### src/rtl/fp_pkg.sv
// Shared fp32 constants and the stage-1 payload type for the post-add normalizer/rounder.
package fp_pkg;

    localparam int unsigned EXP_BIAS    = 127;
    localparam int unsigned EXP_MAX     = 255;
    localparam int unsigned FRAC_W      = 23;
    localparam int unsigned GRS_W       = 3;
    localparam int unsigned MAN_SUM_W   = 28;

    localparam int unsigned NORM_W      = MAN_SUM_W - 1;   // significand + GRS, carry removed
    localparam int unsigned SIG_W       = NORM_W - GRS_W;  // hidden bit + fraction
    localparam int unsigned LZC_W       = 5;
    localparam int unsigned EXP_INT_W   = 10;              // signed working exponent

    localparam int unsigned FP_W        = 32;
    localparam int unsigned FP_SIGN_BIT = 31;
    localparam int unsigned FP_EXP_MSB  = 30;
    localparam int unsigned FP_EXP_LSB  = 23;
    localparam int unsigned FP_FRAC_MSB = 22;

    typedef struct packed {
        logic                        sign;
        logic                        zero;
        logic signed [EXP_INT_W-1:0] exp;
        logic [NORM_W-1:0]           man;
    } norm_t;

endpackage

### src/rtl/man_lzc.sv
// Combinational leading-zero counter over the 27-bit significand+GRS field.
module man_lzc
    import fp_pkg::*;
(
    input  logic [NORM_W-1:0] man,
    output logic [LZC_W-1:0]  count,
    output logic              zero
);

    // Scan LSB to MSB so the highest set bit has the final say.
    always_comb begin
        count = '0;
        zero  = 1'b1;
        for (int unsigned i = 0; i < NORM_W; i++) begin
            if (man[i]) begin
                count = LZC_W'(NORM_W - 1 - i);
                zero  = 1'b0;
            end
        end
    end

endmodule

### src/rtl/fp_norm_round.sv
// Two-stage fp32 post-add normalizer (stage 1) and round-to-nearest-even/packer (stage 2).
module fp_norm_round #(
    parameter int unsigned EXP_W  = 8,
    parameter int unsigned FRAC_W = 23
) (
    input  logic                          clk,
    input  logic                          rst,
    input  logic                          in_valid,
    output logic                          in_ready,
    input  logic                          in_sign,
    input  logic [EXP_W-1:0]              in_exp,
    input  logic [fp_pkg::MAN_SUM_W-1:0]  in_man,
    output logic                          out_valid,
    input  logic                          out_ready,
    output logic [EXP_W+FRAC_W:0]         out_result
);

    import fp_pkg::norm_t;
    import fp_pkg::NORM_W;
    import fp_pkg::SIG_W;
    import fp_pkg::LZC_W;
    import fp_pkg::EXP_INT_W;
    import fp_pkg::EXP_MAX;
    import fp_pkg::MAN_SUM_W;
    import fp_pkg::GRS_W;

    localparam int unsigned RES_W = EXP_W + FRAC_W + 1;

    logic  v1;
    norm_t s1_d;
    norm_t s1_q;
    logic  s1_adv;
    logic  s2_adv;

    assign s2_adv   = ~out_valid | out_ready;
    assign s1_adv   = ~v1 | s2_adv;
    assign in_ready = s1_adv;

    logic [LZC_W-1:0] lz;
    logic             low_zero;

    man_lzc u_lzc (
        .man   (in_man[NORM_W-1:0]),
        .count (lz),
        .zero  (low_zero)
    );

    // Stage 1: carry right-shift with sticky fold, or left-normalize by leading-zero count.
    always_comb begin
        s1_d.sign = in_sign;
        s1_d.zero = 1'b0;
        s1_d.exp  = EXP_INT_W'(in_exp);
        s1_d.man  = '0;
        if (in_man[MAN_SUM_W-1]) begin
            s1_d.man = {in_man[MAN_SUM_W-1:2], in_man[1] | in_man[0]};
            s1_d.exp = s1_d.exp + EXP_INT_W'(1);
        end else if (low_zero) begin
            s1_d.zero = 1'b1;
        end else begin
            s1_d.man = in_man[NORM_W-1:0] << lz;
            s1_d.exp = s1_d.exp - EXP_INT_W'(lz);
        end
    end

    always_ff @(posedge clk or posedge rst) begin
        if (rst) begin
            v1   <= 1'b0;
            s1_q <= '0;
        end else if (s1_adv) begin
            v1 <= in_valid;
            if (in_valid) begin
                s1_q <= s1_d;
            end
        end
    end

    logic                        round_up;
    logic [SIG_W:0]              sig_sum;
    logic [SIG_W-1:0]            frac24;
    logic signed [EXP_INT_W-1:0] exp2;
    logic [RES_W-1:0]            result_d;

    // Stage 2: RNE increment, renormalize on carry-out, then zero/underflow/overflow packing.
    always_comb begin
        round_up = s1_q.man[2] & (s1_q.man[1] | s1_q.man[0] | s1_q.man[3]);
        sig_sum  = {1'b0, s1_q.man[NORM_W-1:GRS_W]} + (SIG_W+1)'(round_up);
        frac24   = sig_sum[SIG_W-1:0];
        exp2     = s1_q.exp;
        if (sig_sum[SIG_W]) begin
            frac24 = {1'b1, {(SIG_W-1){1'b0}}};
            exp2   = exp2 + EXP_INT_W'(1);
        end

        if (s1_q.zero) begin
            result_d = '0;
        end else if (exp2[EXP_INT_W-1] || (exp2 == '0)) begin
            result_d = {s1_q.sign, {(RES_W-1){1'b0}}};
        end else if (exp2 >= EXP_INT_W'(EXP_MAX)) begin
            result_d = {s1_q.sign, {EXP_W{1'b1}}, {FRAC_W{1'b0}}};
        end else begin
            result_d = {s1_q.sign, exp2[EXP_W-1:0], frac24[FRAC_W-1:0]};
        end
    end

    always_ff @(posedge clk or posedge rst) begin
        if (rst) begin
            out_valid  <= 1'b0;
            out_result <= '0;
        end else if (s2_adv) begin
            out_valid <= v1;
            if (v1) begin
                out_result <= result_d;
            end
        end
    end

endmodule

### config.mk
export PLATFORM = sky130hd
export DESIGN_NAME = fp_norm_round
export DESIGN_NICKNAME = d
export VERILOG_FILES = /design/src/rtl/fp_pkg.sv /design/src/rtl/man_lzc.sv /design/src/rtl/fp_norm_round.sv
export SDC_FILE = /design/constraint.sdc
export NUM_CORES = 1
export LEC_CHECK = 0
export ABC_AREA = 1
export CAP_MARGIN = 20
export CORE_ASPECT_RATIO = 0.75
export CORE_MARGIN = 2
export CORE_UTILIZATION = 25
export DETAILED_ROUTE_END_ITERATION = 6
export SYNTH_ARGS = -nofsm -noshare
export SYNTH_HDL_FRONTEND = slang
export SYNTH_SLANG_ARGS = --single-unit
export TNS_END_PERCENT = 5
### constraint.sdc
create_clock -name clk -period 3.7 [get_ports clk]
set_input_delay 0.74 -clock clk [delete_from_list [all_inputs] [get_ports clk]]
set_output_delay 0.74 -clock clk [all_outputs]
set_load 0.02 [all_outputs]
Word-level counts from Yosys, hierarchy flattened

Cells that the tools add are included.

Register bits: 73
Bits in latches: 0
Bits in writable memories: 0
ROM bits: 0
Output and inout port bits: 34
Logic and storage cells: 88
Memories kept: 0

$add $sub $neg: 4
Multiply operators: 0
Div/mod/pow operators: 0
Order comparisons: 1
Eq/ne operators: 0
Shift-type cells: 1
Multiplexer cells: 63
Bitwise logic cells: 8
Reductions and logical operators: 4

Operators by type and width:

| cell                                                                    | number |
|---|---|
| 5-bit 2-to-1 mux                                                        | 27 |
| 37-bit 2-to-1 mux                                                       | 2 |
| 31-bit 2-to-1 mux                                                       | 2 |
| 32-bit 2-to-1 mux                                                       | 1 |
| 1-bit 2-to-1 mux                                                        | 29 |
| 27-bit by 5-bit << shifter with 27-bit output                           | 1 |
| 24-bit by 1-bit adder with 25-bit output                                | 1 |
| 23-bit 2-to-1 mux                                                       | 1 |
| 10-bit by 2-bit adder with 10-bit output (second input constant)        | 1 |
| 10-bit by 8-bit >= comparator with 1-bit output (second input constant) | 1 |
| 10-bit logical NOT                                                      | 1 |
| 10-bit 2-to-1 mux                                                       | 1 |
| 8-bit by 1-bit adder with 9-bit output (second input constant)          | 1 |
| 8-bit by 5-bit subtractor with 9-bit output                             | 1 |
| 1-bit bitwise OR                                                        | 5 |
| 2-bit AND reduction                                                     | 2 |
| 1-bit NOT                                                               | 2 |
| 1-bit AND                                                               | 1 |
| 1-bit logical OR                                                        | 1 |

Longest topological paths before layout

Gate-level depths: netlist of run 1.

Depth in word-level cells: 30
Mapped depth: 37
Gate-level depth less buffers: 36

Hierarchy

Synthesis of run 1 repeated with hierarchy kept, for this count alone.

Cell total of the unflattened synthesis: 976
Area total of the unflattened synthesis: 6239.7 um^2

Modules (own cells, without submodules):

| module        | times used | cells an instance | area each (um^2) | sequential area each (um^2) |
|---|---|---|---|---|
| fp_norm_round | 1          | 889               | 5789.3           | 1826.8 |
| man_lzc       | 1          | 87                | 450.4            | 0.0 |

Worst setup path before layout of run 1

OpenSTA, ideal clock, no wires.

Path type: input port to flip-flop
Start point: input in_man[2] (netlist bit)
End point: register s1_q[33] (netlist bit)
Arrival: 3.820 ns
Required time: 3.565 ns
Setup slack: -0.256 ns
Stages on the path: 36
Path through: inv_1 -> nand2_1 -> nand2_1 -> nand2_1 -> nand2_1 -> nand2_1 -> nand2_1 -> nand2_1 -> nand2_1 -> nand2_1 -> nand2_1 -> nand2_1 -> nand2_1 -> nand2_1 -> nand2_1 -> nand2_1 -> nand2_1 -> nand2_1 -> nand2_1 -> nand2_1 -> nand2_1 -> nand2_1 -> nand2_1 -> nand2_1 -> nand2_1 -> clkbuf_1 -> ha_1 -> inv_1 -> fa_1 -> a31oi_1 -> nor2_1 -> nor3_1 -> nand3_1 -> nand2_1 -> xor2_1 -> o21ai_0

Cells in the longest elaborated chain, start to end: 28

Ends and longest elaborated chain:

| what                                        | RTL line            | source |
|---|---|---|
| from (decl)                                 | fp_norm_round.sv:12 | `input logic [fp_pkg::MAN_SUM_W-1:0] in_man,` |
| 5-bit 2-to-1 mux (25 in series)             | man_lzc.sv:15       | `if (man[i]) begin` |
| 8-bit by 5-bit subtractor with 9-bit output | fp_norm_round.sv:61 | `s1_d.exp = s1_d.exp - EXP_INT_W'(lz);` |
| 37-bit 2-to-1 mux (*)                       | fp_norm_round.sv:57 | `end else if (low_zero) begin` |
| 37-bit 2-to-1 mux (*)                       | fp_norm_round.sv:54 | `if (in_man[MAN_SUM_W-1]) begin` |
| to (signal assigned)                        | fp_norm_round.sv:68 | `s1_q <= '0;` |
| to (signal assigned)                        | fp_norm_round.sv:72 | `s1_q <= s1_d;` |
| to (decl)                                   | fp_norm_round.sv:31 | `norm_t s1_q;` |

Mark *: on every way between the ends. The rest lies on a longest branch, timed or not.
A chain may end at the register's enable or synchronous reset.

Worst setup path in the final report of run 1

Start point: register s1_q[2] (netlist bit)
End point: register out_result[0]

Cells in the longest elaborated chain, start to end: 7

Ends and longest elaborated chain:

| what                                                                                         | RTL line                                 | source |
|---|---|---|
| 1-bit AND (*)                                                                                | fp_norm_round.sv:85                      | `round_up = s1_q.man[2] & (s1_q.man[1] \| s1_q.man[0] \| s1_q.man[3]);` |
| 24-bit by 1-bit adder with 25-bit output (*)                                                 | fp_norm_round.sv:86                      | `sig_sum = {1'b0, s1_q.man[NORM_W-1:GRS_W]} + (SIG_W+1)'(round_up);` |
| 10-bit 2-to-1 mux                                                                            | fp_norm_round.sv:89                      | `if (sig_sum[SIG_W]) begin` |
| 10-bit by 8-bit >= comparator with 1-bit output / 10-bit logical NOT (equally long branches) | fp_norm_round.sv:98, fp_norm_round.sv:96 |  |
| 31-bit 2-to-1 mux / 1-bit logical OR (equally long branches)                                 | fp_norm_round.sv:98, fp_norm_round.sv:96 |  |
| 31-bit 2-to-1 mux (*)                                                                        | fp_norm_round.sv:96                      | `end else if (exp2[EXP_INT_W-1] \|\| (exp2 == '0)) begin` |
| 32-bit 2-to-1 mux (*)                                                                        | fp_norm_round.sv:94                      | `if (s1_q.zero) begin` |
| to (signal assigned)                                                                         | fp_norm_round.sv:112                     | `out_result <= result_d;` |
| to (decl)                                                                                    | fp_norm_round.sv:15                      | `output logic [EXP_W+FRAC_W:0] out_result` |

Marked as above.

==> impl_metrics.py, run 1 <==
metrics = {
    "drt": {
        "drtIter0Drc": 649,
        "ant_nets": 0,
        "wl_um": 19600,
        "drtPass1Iterations": 7,
        "drc": 5,
        "wl_per_cell_um": 14.8,
        "viasPerCell": 4.88,
        "vias": 6469,
    },
    "finish": {
        "final_cells": 1325,
        "nets": 1070,
        "mostFrequentLayoutCell": "nand2_1",
        "fin_util_pct": 34.8,
        "multiInputGateArea_sq_mm": 0.00368,
        "most-common-layout-cells": "nand2_1, nand3_1, buf_4",
        "drive_above_1_share_pct": 18.0,
        "syn2layout_area_growth_pct": 37.5,
        "regArea_sq_mm": 0.00183,
        "diodes": 0,
        "fillers": 2461,
    },
    "synthesis": {
        "syn_avg_cell_area_sq_um": 6.56,
        "synth_cell_types": 39,
        "synthCells": 883,
        "synth-seq-area-share_pct": 31.5,
        "synth_ff_type": "dfrtp_1",
        "synthArstFlopShare_pct": 100,
        "synth_seq_cells": 73,
        "synth_edf_count": 0,
        "netlist_area_sq_mm": 0.00580,
        "yosys.area.top_type": "dfrtp_1",
        "synth_top_area_share_pct": 31.5,
        "ys_warn_count": 0,
        "syn_nets": 933,
        "synth.area.top_cells": "dfrtp_1, nand2_1, nand3_1",
    },
    "critical_path": {
        "required_ns": 3.93,
        "end_kind": "flop",
        "startpoint_type": "flop",
        "path_class": "reg -> reg",
        "critical_path.max_fanout": 5,
        "cp_data_arrival_time_ns": 4.07,
    },
    "clocking": {
        "clock_latency_ns": 0.34,
        "postCtsHoldBufs": 0,
        "cts_sinks": 73,
        "clockBufferDepth": 2,
        "cts_tree": "built",
        "cts_htree_levels": 3,
        "cts-root-buf": "clkbuf_16",
        "cts_buffers": 9,
        "clkTransAtPathRegs_ns": 0.06,
    },
    "floorplan": {
        "ios": 75,
        "initial_core_util_pct": 25.3,
        "die_x_um": 180,
        "core_area_sq_mm": 0.0229,
        "die_y_um": 136,
        "rows": 48,
        "die_area_sq_mm": 0.0244,
    },
    "global_route": {
        "grt_pass1_vias": 6266,
        "grt_max_degree": 74,
        "grt_overflow": 0,
        "grt_usage_pct": 16.4,
        "antenna_found_initial": 0,
        "grt_pass1_wl_um": 32800,
    },
    "place": {
        "hpwlAfterDp_um": 14700,
        "io_buffers": 74,
        "placed_cells": 1287,
        "place.gp.congestion": 0.914,
    },
    "pwr": {
        "power_density_mw_per_mm2": 432,
        "ir_drop_v": 0.000391,
        "totalPowerFinal_uw": 3450,
        "p_leak_uw": 0.00380,
    },
    "timing": {
        "finalCritPeriodShare_pct": 104,
        "finalSetupTns_ns": -2.70,
        "fin_worst_skew_ns": 0.00907,
        "finalCriticalPeriod_ns": 3.84,
        "slew_viol_final": 0,
        "finalHoldViolations": 0,
        "tightest_slew_ns": 0.982,
        "setup_slack_ns": -0.135,
        "relSlewSlack_pct": 34.5,
        "clock.fmax_ghz": 0.261,
        "rsz0062_at_grt": "yes",
        "setup_viol_count_final": 30,
    },
    "min_path": {
        "min_path_type": "reg -> reg",
    },
    "run": {
        "maxCapViolCount": 0,
    },
    "status": {
        "status": "complete, but fails checks",
        "violations": "DRC, setup timing",
    },
}
-- final cells by class --
cell class | count | share of cell area, %
Clock buffer | 12 | 3.22
Timing Repair Buffer | 163 | 18.5
Clock inverter | 4 | 0.330
Sequential cell | 73 | 22.9
Inverter | 89 | 4.19
Tap cell | 300 | 4.71
Multi-Input combinational cell | 684 | 46.2
-- what timing repair did --
action                                  CTS  global route
pin swaps                                 9            29
buffers inserted                          6            15
resized for setup                        18            42
cloned                                    0             1
endpoints found under the setup margin   20            61
-- worst max-delay path, cell delays in order (launching register included) --
cell and delay [ns]:
dfrtp_1 0.38, nand2_2 0.08, inv_2 0.08, ha_4 0.14, nand3_4 0.08, nor3_4 0.23
nand2_2 0.10, nor3_4 0.19, nand2_2 0.10, nor2_4 0.15, nand2_4 0.07, nor3_4 0.19
nand2_2 0.11, nor2_4 0.15, nand3_4 0.09, nor2_4 0.14, nand3b_4 0.10, buf_6 0.13
o21bai_1 0.14, nand2_1 0.08, inv_2 0.10, nand3_2 0.09, o31ai_4 0.31, nor2_4 0.07
nand2_4 0.08, buf_12 0.12, clkbuf_16 0.15, o21ai_2 0.05
-- metal layers --
metal  GRT usage, %  routed length (um)  vias up
met5              0                   0        -
met4           3.07                 369        0
met3           3.56                1180       33
met2           25.1                8440      223
met1           23.8                9640     3035
li1               -                   -     3178
-- path summary, 6_finish.rpt --
| path | startpoint | endpoint | slack, ns | cells after the start |
|---|---|---|---|---|
| min reg2reg | out_result[16] | out_result[16] | 0.48 | 2 |
| max reg2reg | s1_q[2] | out_result[0] | -0.14 | 27 |
| min | out_result[16] | out_result[16] | 0.48 | 2 |
| max in group asynchronous | rst | out_result[4] | 2.03 | 3 |
| min in group asynchronous | rst | out_result[22] | 1.02 | 3 |
| max | s1_q[2] | out_result[0] | -0.14 | 27 |
-- cells by family after synthesis --
kind of cell | after synthesis | synth area share, %
xor+xnor | 31 | 4.68
simple gates | 505 | 38.4
compound gates | 139 | 14.6
fa+ha+maj | 9 | 2.07
buf+inv | 126 | 8.72
flops | 73 | 31.5
-- metrics by stage --
stage | setup slack [ns] | hold slack [ns] | cell area [sq um]
after floorplan | 0.0122 | 0.448 | 5820
after global placement | -0.442 | 0.467 | 7270
after detailed placement | -0.565 | 0.471 | 7270
after CTS | -0.000902 | 0.487 | 7660
after global routing | -0.408 | 0.500 | 7970
final | -0.135 | 0.479 | 7970
-- Yosys cell counts (all sizes together) (3+ instances only) --
cell type	count
dfrtp	73
buf	3
nor3	14
o211ai	5
nand3	133
ha	8
a22oi	9
inv	87
a31oi	6
nor2	69
clkbuf	34
nand2	270
a21oi	52
xor2	25
xnor2	6
nand4	12
o21ai	60
-- power breakdown --
group	switching [uW]	internal, uW
clock network	342	491
logic	806	633
registers	172	1000
total	1320	2120
-- flip-flops by register name, summed over array words and instances, names as in the netlist --
| register | cells |
|---|---|
| s1_q | 39 |
| out_result | 32 |
| out_valid | 1 |
| v1 | 1 |
(Power assumes the default switching activity.)
==> inputs of run 2 (changes only) <==
- CORE_UTILIZATION: 25 -> 57
- PLACE_DENSITY: unset -> 0.82
==> run 2 against run 1 <==
- the flow now finishes without violations
- worst hold slack improved by 0.0060 ns
- register-to-register slack improved by 0.14 ns
- highest routed layer unchanged
- sequential cell count unchanged
- combinational power grew 6%
- design area down 2.3%
- clock skew about the same
==> impl_metrics.py, run 2 (synthesis results as in run 1) <==
metrics = {
    "global_route": {
        "grt_pass1_vias": 6759,
        "grt_pass1_wl_um": 34000,
        "grt_usage_pct": 39.0,
        "grt_max_degree": 50,
        "antenna_found_initial": 0,
        "grt_overflow": 0,
    },
    "clocking": {
        "cts_buffers": 9,
        "clock_latency_ns": 0.34,
        "cts_tree": "built",
        "cts-root-buf": "clkbuf_16",
        "clkTransAtPathRegs_ns": 0.06,
        "cts_sinks": 73,
        "postCtsHoldBufs": 0,
        "cts_htree_levels": 3,
        "clockBufferDepth": 2,
    },
    "floorplan": {
        "die_y_um": 91.3,
        "die_area_sq_mm": 0.0110,
        "core_area_sq_mm": 0.00977,
        "ios": 75,
        "die_x_um": 120,
        "rows": 31,
        "initial_core_util_pct": 59.3,
    },
    "drt": {
        "drtPass1Iterations": 6,
        "viasPerCell": 6.30,
        "ant_nets": 0,
        "drc": 0,
        "drtIter0Drc": 1111,
        "wl_um": 22700,
        "vias": 7243,
        "wl_per_cell_um": 19.7,
    },
    "timing": {
        "fin_worst_skew_ns": 0.00923,
        "setup_viol_count_final": 0,
        "finalCriticalPeriod_ns": 3.69,
        "relSlewSlack_pct": 41.2,
        "rsz0062_at_grt": "yes",
        "worst_hold_slack_ns": 0.485,
        "clock.fmax_ghz": 0.271,
        "slew_viol_final": 0,
        "finalHoldViolations": 0,
        "finalCritPeriodShare_pct": 99.8,
        "tightest_slew_ns": 0.879,
    },
    "finish": {
        "nets": 1064,
        "final_cells": 1150,
        "most-common-layout-cells": "nand2_1, nand3_1, inv_1, buf_4, dfrtp_1",
        "top_register": "s1_q",
        "syn2layout_area_growth_pct": 34.3,
        "top_regs": "s1_q x39, out_result x32",
        "mostFrequentLayoutCell": "nand2_1",
        "drive_above_1_share_pct": 18.1,
        "diodes": 0,
        "largest_register_ffs": 39,
    },
    "critical_path": {
        "critical_path.max_fanout": 6,
        "startpoint_type": "flop",
        "cp_data_arrival_time_ns": 3.96,
        "path_class": "reg -> reg",
        "required_ns": 3.96,
        "end_kind": "flop",
    },
    "min_path": {
        "min_path_type": "reg -> reg",
    },
    "pwr": {
        "p_leak_uw": 0.00380,
        "power_density_mw_per_mm2": 480,
        "ir_drop_v": 0.000433,
    },
    "run": {
        "maxCapViolCount": 0,
    },
    "status": {
        "status": "completed",
    },
    "place": {
        "place.gp.congestion": 0.960,
        "placed_cells": 1108,
        "hpwlAfterDp_um": 14500,
        "io_buffers": 74,
    },
}
## run 2: repair_timing
item / in CTS / in global routing
gates cloned: 1 / 3
pin swaps: 19 / 27
resized for setup: 28 / 45
endpoints found under the setup margin: 33 / 63
setup buffers: 14 / 10
## run 2: stage by stage
step / total power [uW] / util (%) / TNS [ns] / worst slack, ns / cell area [sq um]
6_report: 3740 / 79.7 / 0 / 0.00720 / 7790
5_1_grt: 3890 / 79.7 / -5.04 / -0.236 / 7790
4_1_cts: 3590 / 77.4 / -0.0352 / -0.0296 / 7560
3_5_place_dp: 2510 / 71.3 / -6.85 / -0.512 / 6970
3_3_place_gp: 2460 / 71.3 / -1.83 / -0.414 / 6970
2_1_floorplan: 1950 / - / 0 / 0.0122 / 5820
## run 2: where the power goes
part           switching, uW  internal, uW
clock                    351           673
sequential               196          1000
combinational            909           610
total                   1460          2280
## run 2: worst paths after layout
| kind | from | to | slack [ns] | depth (start not counted) |
|---|---|---|---|---|
| hold reg to reg | out_result[3] | out_result[3] | 0.49 | 2 |
| min in group asynchronous | rst | out_result[1] | 0.78 | 3 |
| setup / recovery | s1_q[2] | out_result[16] | 0.007 | 26 |
| max in group asynchronous | rst | s1_q[20] | 2.35 | 3 |
| hold / removal | out_result[3] | out_result[3] | 0.49 | 2 |
| setup reg to reg | s1_q[2] | out_result[16] | 0.007 | 26 |
## run 2: worst max-delay path: stages, from the launching register on
cell      delay [ns]
dfrtp_1         0.37
nand2_2         0.09
inv_2           0.08
ha_4            0.15
nand3_4         0.11
nor3_4          0.17
nand2_2         0.10
nor3_4          0.15
nand2_2         0.11
nor2_4          0.11
nand2_2         0.09
nor3_4          0.14
nand2_2         0.10
nor2_4          0.11
nand3_2         0.11
nor2_4          0.14
nand3b_4        0.15
nor2_4          0.13
nand2_1         0.09
nor3_2          0.13
xor2_1          0.13
nor2_2          0.15
o31ai_4         0.11
nor2_4          0.13
buf_12          0.18
nand2_8         0.10
o21ai_4         0.21
## run 2: cell type report
type	instances	area (sq um)
Fill cell	680	1990
Clock buffer	10	239
Inverter	89	334
Timing Repair Buffer	154	1360
Sequential cell	73	1830
Multi-Input combinational cell	687	3760
Clock inverter	5	104
Tap cell	132	165
## run 2: metal layers
metal,wire length [um],track usage [%],up-vias
li1,-,-,3166
met1,8510,52.8,3259
met2,10100,62.9,657
met3,2970,8.61,161
met4,1140,11.3,0
met5,0,0,-
==> inputs of run 3 (changes only) <==
- ABC_AREA: 1 -> unset
==> run 3 against run 2 <==
- sequential cell count is the same
- design area is essentially flat
- global-route usage fell by 4.3 points
- register-to-register slack gained 0.29 ns
- clock power barely moved
- fmax is 0.71% higher
- synthesized cell count is 20% lower
- synthesized area up 2.4%
- critical path depth fell by 14
- worst hold slack got worse by 0.0078 ns
- critical endpoint is now s1_q[20]
==> impl_metrics.py, run 3 <==
metrics = {
    "floorplan": {
        "die_area_sq_mm": 0.0113,
        "rows": 32,
        "initial_core_util_pct": 58.1,
        "ios": 75,
        "die_y_um": 92.4,
        "die_x_um": 122,
        "core_area_sq_mm": 0.0102,
    },
    "pwr": {
        "p_leak_uw": 0.00347,
        "totalPowerFinal_uw": 3300,
        "ir_drop_v": 0.000266,
        "power_density_mw_per_mm2": 424,
    },
    "finish": {
        "fin_util_pct": 76.3,
        "top_register": "s1_q",
        "drive_above_1_share_pct": 21.1,
        "fillers": 706,
        "largest_register_ffs": 39,
        "final_cells": 978,
        "top_regs": "s1_q x39, out_result x32",
        "syn2layout_area_growth_pct": 31.2,
        "nets": 887,
        "most-common-layout-cells": "buf_4, nand2_1, mux2i_1",
        "mostFrequentLayoutCell": "buf_4",
        "diodes": 0,
    },
    "critical_path": {
        "timing.rr.end": "out_result[21]",
        "r2r_cells": 12,
        "r2r_slack_ns": 0.30,
        "path_cells": "clkdlybuf4s50_1, nor4_1, o211ai_1, o211a_1, inv_2, buf_4, mux2i_1, mux2i_1, mux2_2, a221oi_1, buf_4, o31ai_1",
        "reg2reg_from": "s1_q[2]",
        "cp_num_buf_inv": 4,
        "critical_path.max_fanout": 16,
        "startpoint_type": "input pin",
        "end_kind": "flop",
        "required_ns": 3.90,
        "critPathMaxStageDelay_ns": 0.53,
        "slowest_stage": "nor4_1",
        "cp_data_arrival_time_ns": 3.87,
        "path_class": "in -> reg",
        "cp_top_family": "buffers and inverters",
    },
    "synthesis": {
        "netlist_area_sq_mm": 0.00593,
        "synth_ff_type": "dfrtp_1",
        "synth_mux_area_share_pct": 14.9,
        "synth_cell_types": 73,
        "synth_fa_ha_area_share_pct": 2.02,
        "yosys.area.top_type": "dfrtp_1",
        "synth_top_family_by_area": "simple AND/OR/NAND/NOR gates",
        "syn_avg_cell_area_sq_um": 8.43,
        "synthCells": 704,
        "synthXorXnorAreaFrac_pct": 5.61,
        "synth_top_area_share_pct": 30.8,
        "synthTopCellsByCount": "nand2_1, mux2i_1, dfrtp_1",
        "synth.most_common_cell": "nand2_1",
        "synth-seq-area-share_pct": 30.8,
        "synth-compound-area-share_pct": 20.3,
        "synthArstFlopShare_pct": 100,
        "syn_nets": 754,
        "synth_seq_cells": 73,
        "ys_warn_count": 0,
        "synth.area.top_cells": "dfrtp_1, mux2i_1, nand2_1",
        "synth_edf_count": 0,
        "synthSimpleGateAreaFrac_pct": 20.7,
    },
    "timing": {
        "slew_viol_final": 0,
        "finalCriticalPeriod_ns": 3.67,
        "tightest_slew_ns": 0.689,
        "finalSetupTns_ns": 0,
        "relSlewSlack_pct": 54.1,
        "fin_worst_skew_ns": 0.00729,
        "rsz0062_at_grt": "no",
        "finalHoldViolations": 0,
        "finalCritPeriodShare_pct": 99.1,
        "clock.fmax_ghz": 0.273,
        "setup_viol_count_final": 0,
    },
    "drt": {
        "wl_um": 19200,
        "drtIter0Drc": 585,
        "viasPerCell": 6.23,
        "drc": 0,
        "wl_per_cell_um": 19.7,
        "drtPass1Iterations": 5,
        "vias": 6097,
        "ant_nets": 0,
    },
    "clocking": {
        "cts_buffers": 9,
        "clock_latency_ns": 0.33,
        "clkTransAtPathRegs_ns": 0.06,
        "postCtsHoldBufs": 0,
        "clockBufferDepth": 2,
        "cts_sinks": 73,
        "cts_tree": "built",
        "cts-root-buf": "clkbuf_16",
        "cts_htree_levels": 3,
    },
    "min_path": {
        "holdPathStages": 2,
        "min_path_type": "reg -> reg",
        "holdPathEnd": "s1_q[38]",
        "min-delay-start": "s1_q[38]",
    },
    "global_route": {
        "grt_pass1_vias": 5741,
        "grt_usage_pct": 34.8,
        "grt_pass1_wl_um": 30600,
        "grt_overflow": 0,
        "antenna_found_initial": 0,
        "grt_max_degree": 41,
    },
    "run": {
        "maxCapViolCount": 0,
    },
    "status": {
        "status": "completed",
    },
    "place": {
        "placed_cells": 961,
        "io_buffers": 74,
        "hpwlAfterDp_um": 14600,
        "place.gp.congestion": 0.988,
    },
}
run 3: changes by cell type after synthesis, sizes merged, moves of 19 or more:
cell,previous run,this run
inv,87,19
a21oi,52,30
xnor2,6,25
nand3,133,18
mux2i,0,75
nand2,270,86
buf,3,22
run 3: cell families (layout without fill, tap and decap cells):
group / count (synthesis) / after routing
xor+xnor: 38 / 38
compound gates: 171 / 171
buf+inv: 75 / 213
fa+ha+maj: 9 / 9
flops: 73 / 73
mux: 87 / 87
simple gates: 251 / 251
run 3: per-layer routing:
layer,GRT usage (%),vias to the layer above,wire length (um)
met2,51.8,296,8260
met4,7.28,0,233
li1,-,2829,-
met3,6.65,23,1600
met5,0,-,0
met1,52.4,2949,9130
run 3: power by group:
group	internal [uW]	switching (uW)	total, uW
Sequential	955	149	1100
Combinational	558	626	1180
Clock	663	351	1010
Total	2180	1130	3300
run 3: worst max-delay path by stage:
stage	slack, ns	cells past startpoint	startpoint	endpoint
5_1_grt	0.003	12	in_man[20]	s1_q[19]
3_5_place_dp	-0.23	15	in_man[19]	s1_q[33]
6_report	0.03	12	in_man[20]	s1_q[20]
3_3_place_gp	-0.19	13	in_man[19]	s1_q[19]
2_1_floorplan	-0.003	15	in_man[10]	s1_q[33]
4_1_cts	0.10	15	in_man[19]	s1_q[33]
run 3: repair_timing:
item | in CTS | in global routing
resized for setup | 0 | 9
setup endpoints to repair | 0 | 5
setup buffers | 0 | 1
run 3: cell type report:
cell class | instances | area (sq um) | area share, %
Clock inverter | 6 | 115 | 1.48
Timing Repair Buffer | 176 | 1520 | 19.5
Inverter | 21 | 78.8 | 1.01
Tap cell | 136 | 170 | 2.19
Clock buffer | 10 | 229 | 2.94
Sequential cell | 73 | 1830 | 23.5
Multi-Input combinational cell | 556 | 3840 | 49.4
run 3: metrics by stage:
stage / hold WS, ns / setup slack, ns / instance area, sq um
final: 0.477 / 0.0331 / 7780
after global routing: 0.500 / 0.00338 / 7780
after CTS: 0.480 / 0.104 / 7730
after detailed placement: 0.464 / -0.227 / 7390
after global placement: 0.461 / -0.188 / 7390
after floorplan: 0.447 / -0.00319 / 5980
run 3: worst reg2reg max path: cells and delay by family, from the launching register on:
kind	cells	cell delay [ns]
and+or+nand+nor	7	1.87
AOI/OAI and AO/OA	3	0.65
DFF	1	0.38
adders and majority gates	1	0.21
buffers and inverters	1	0.21
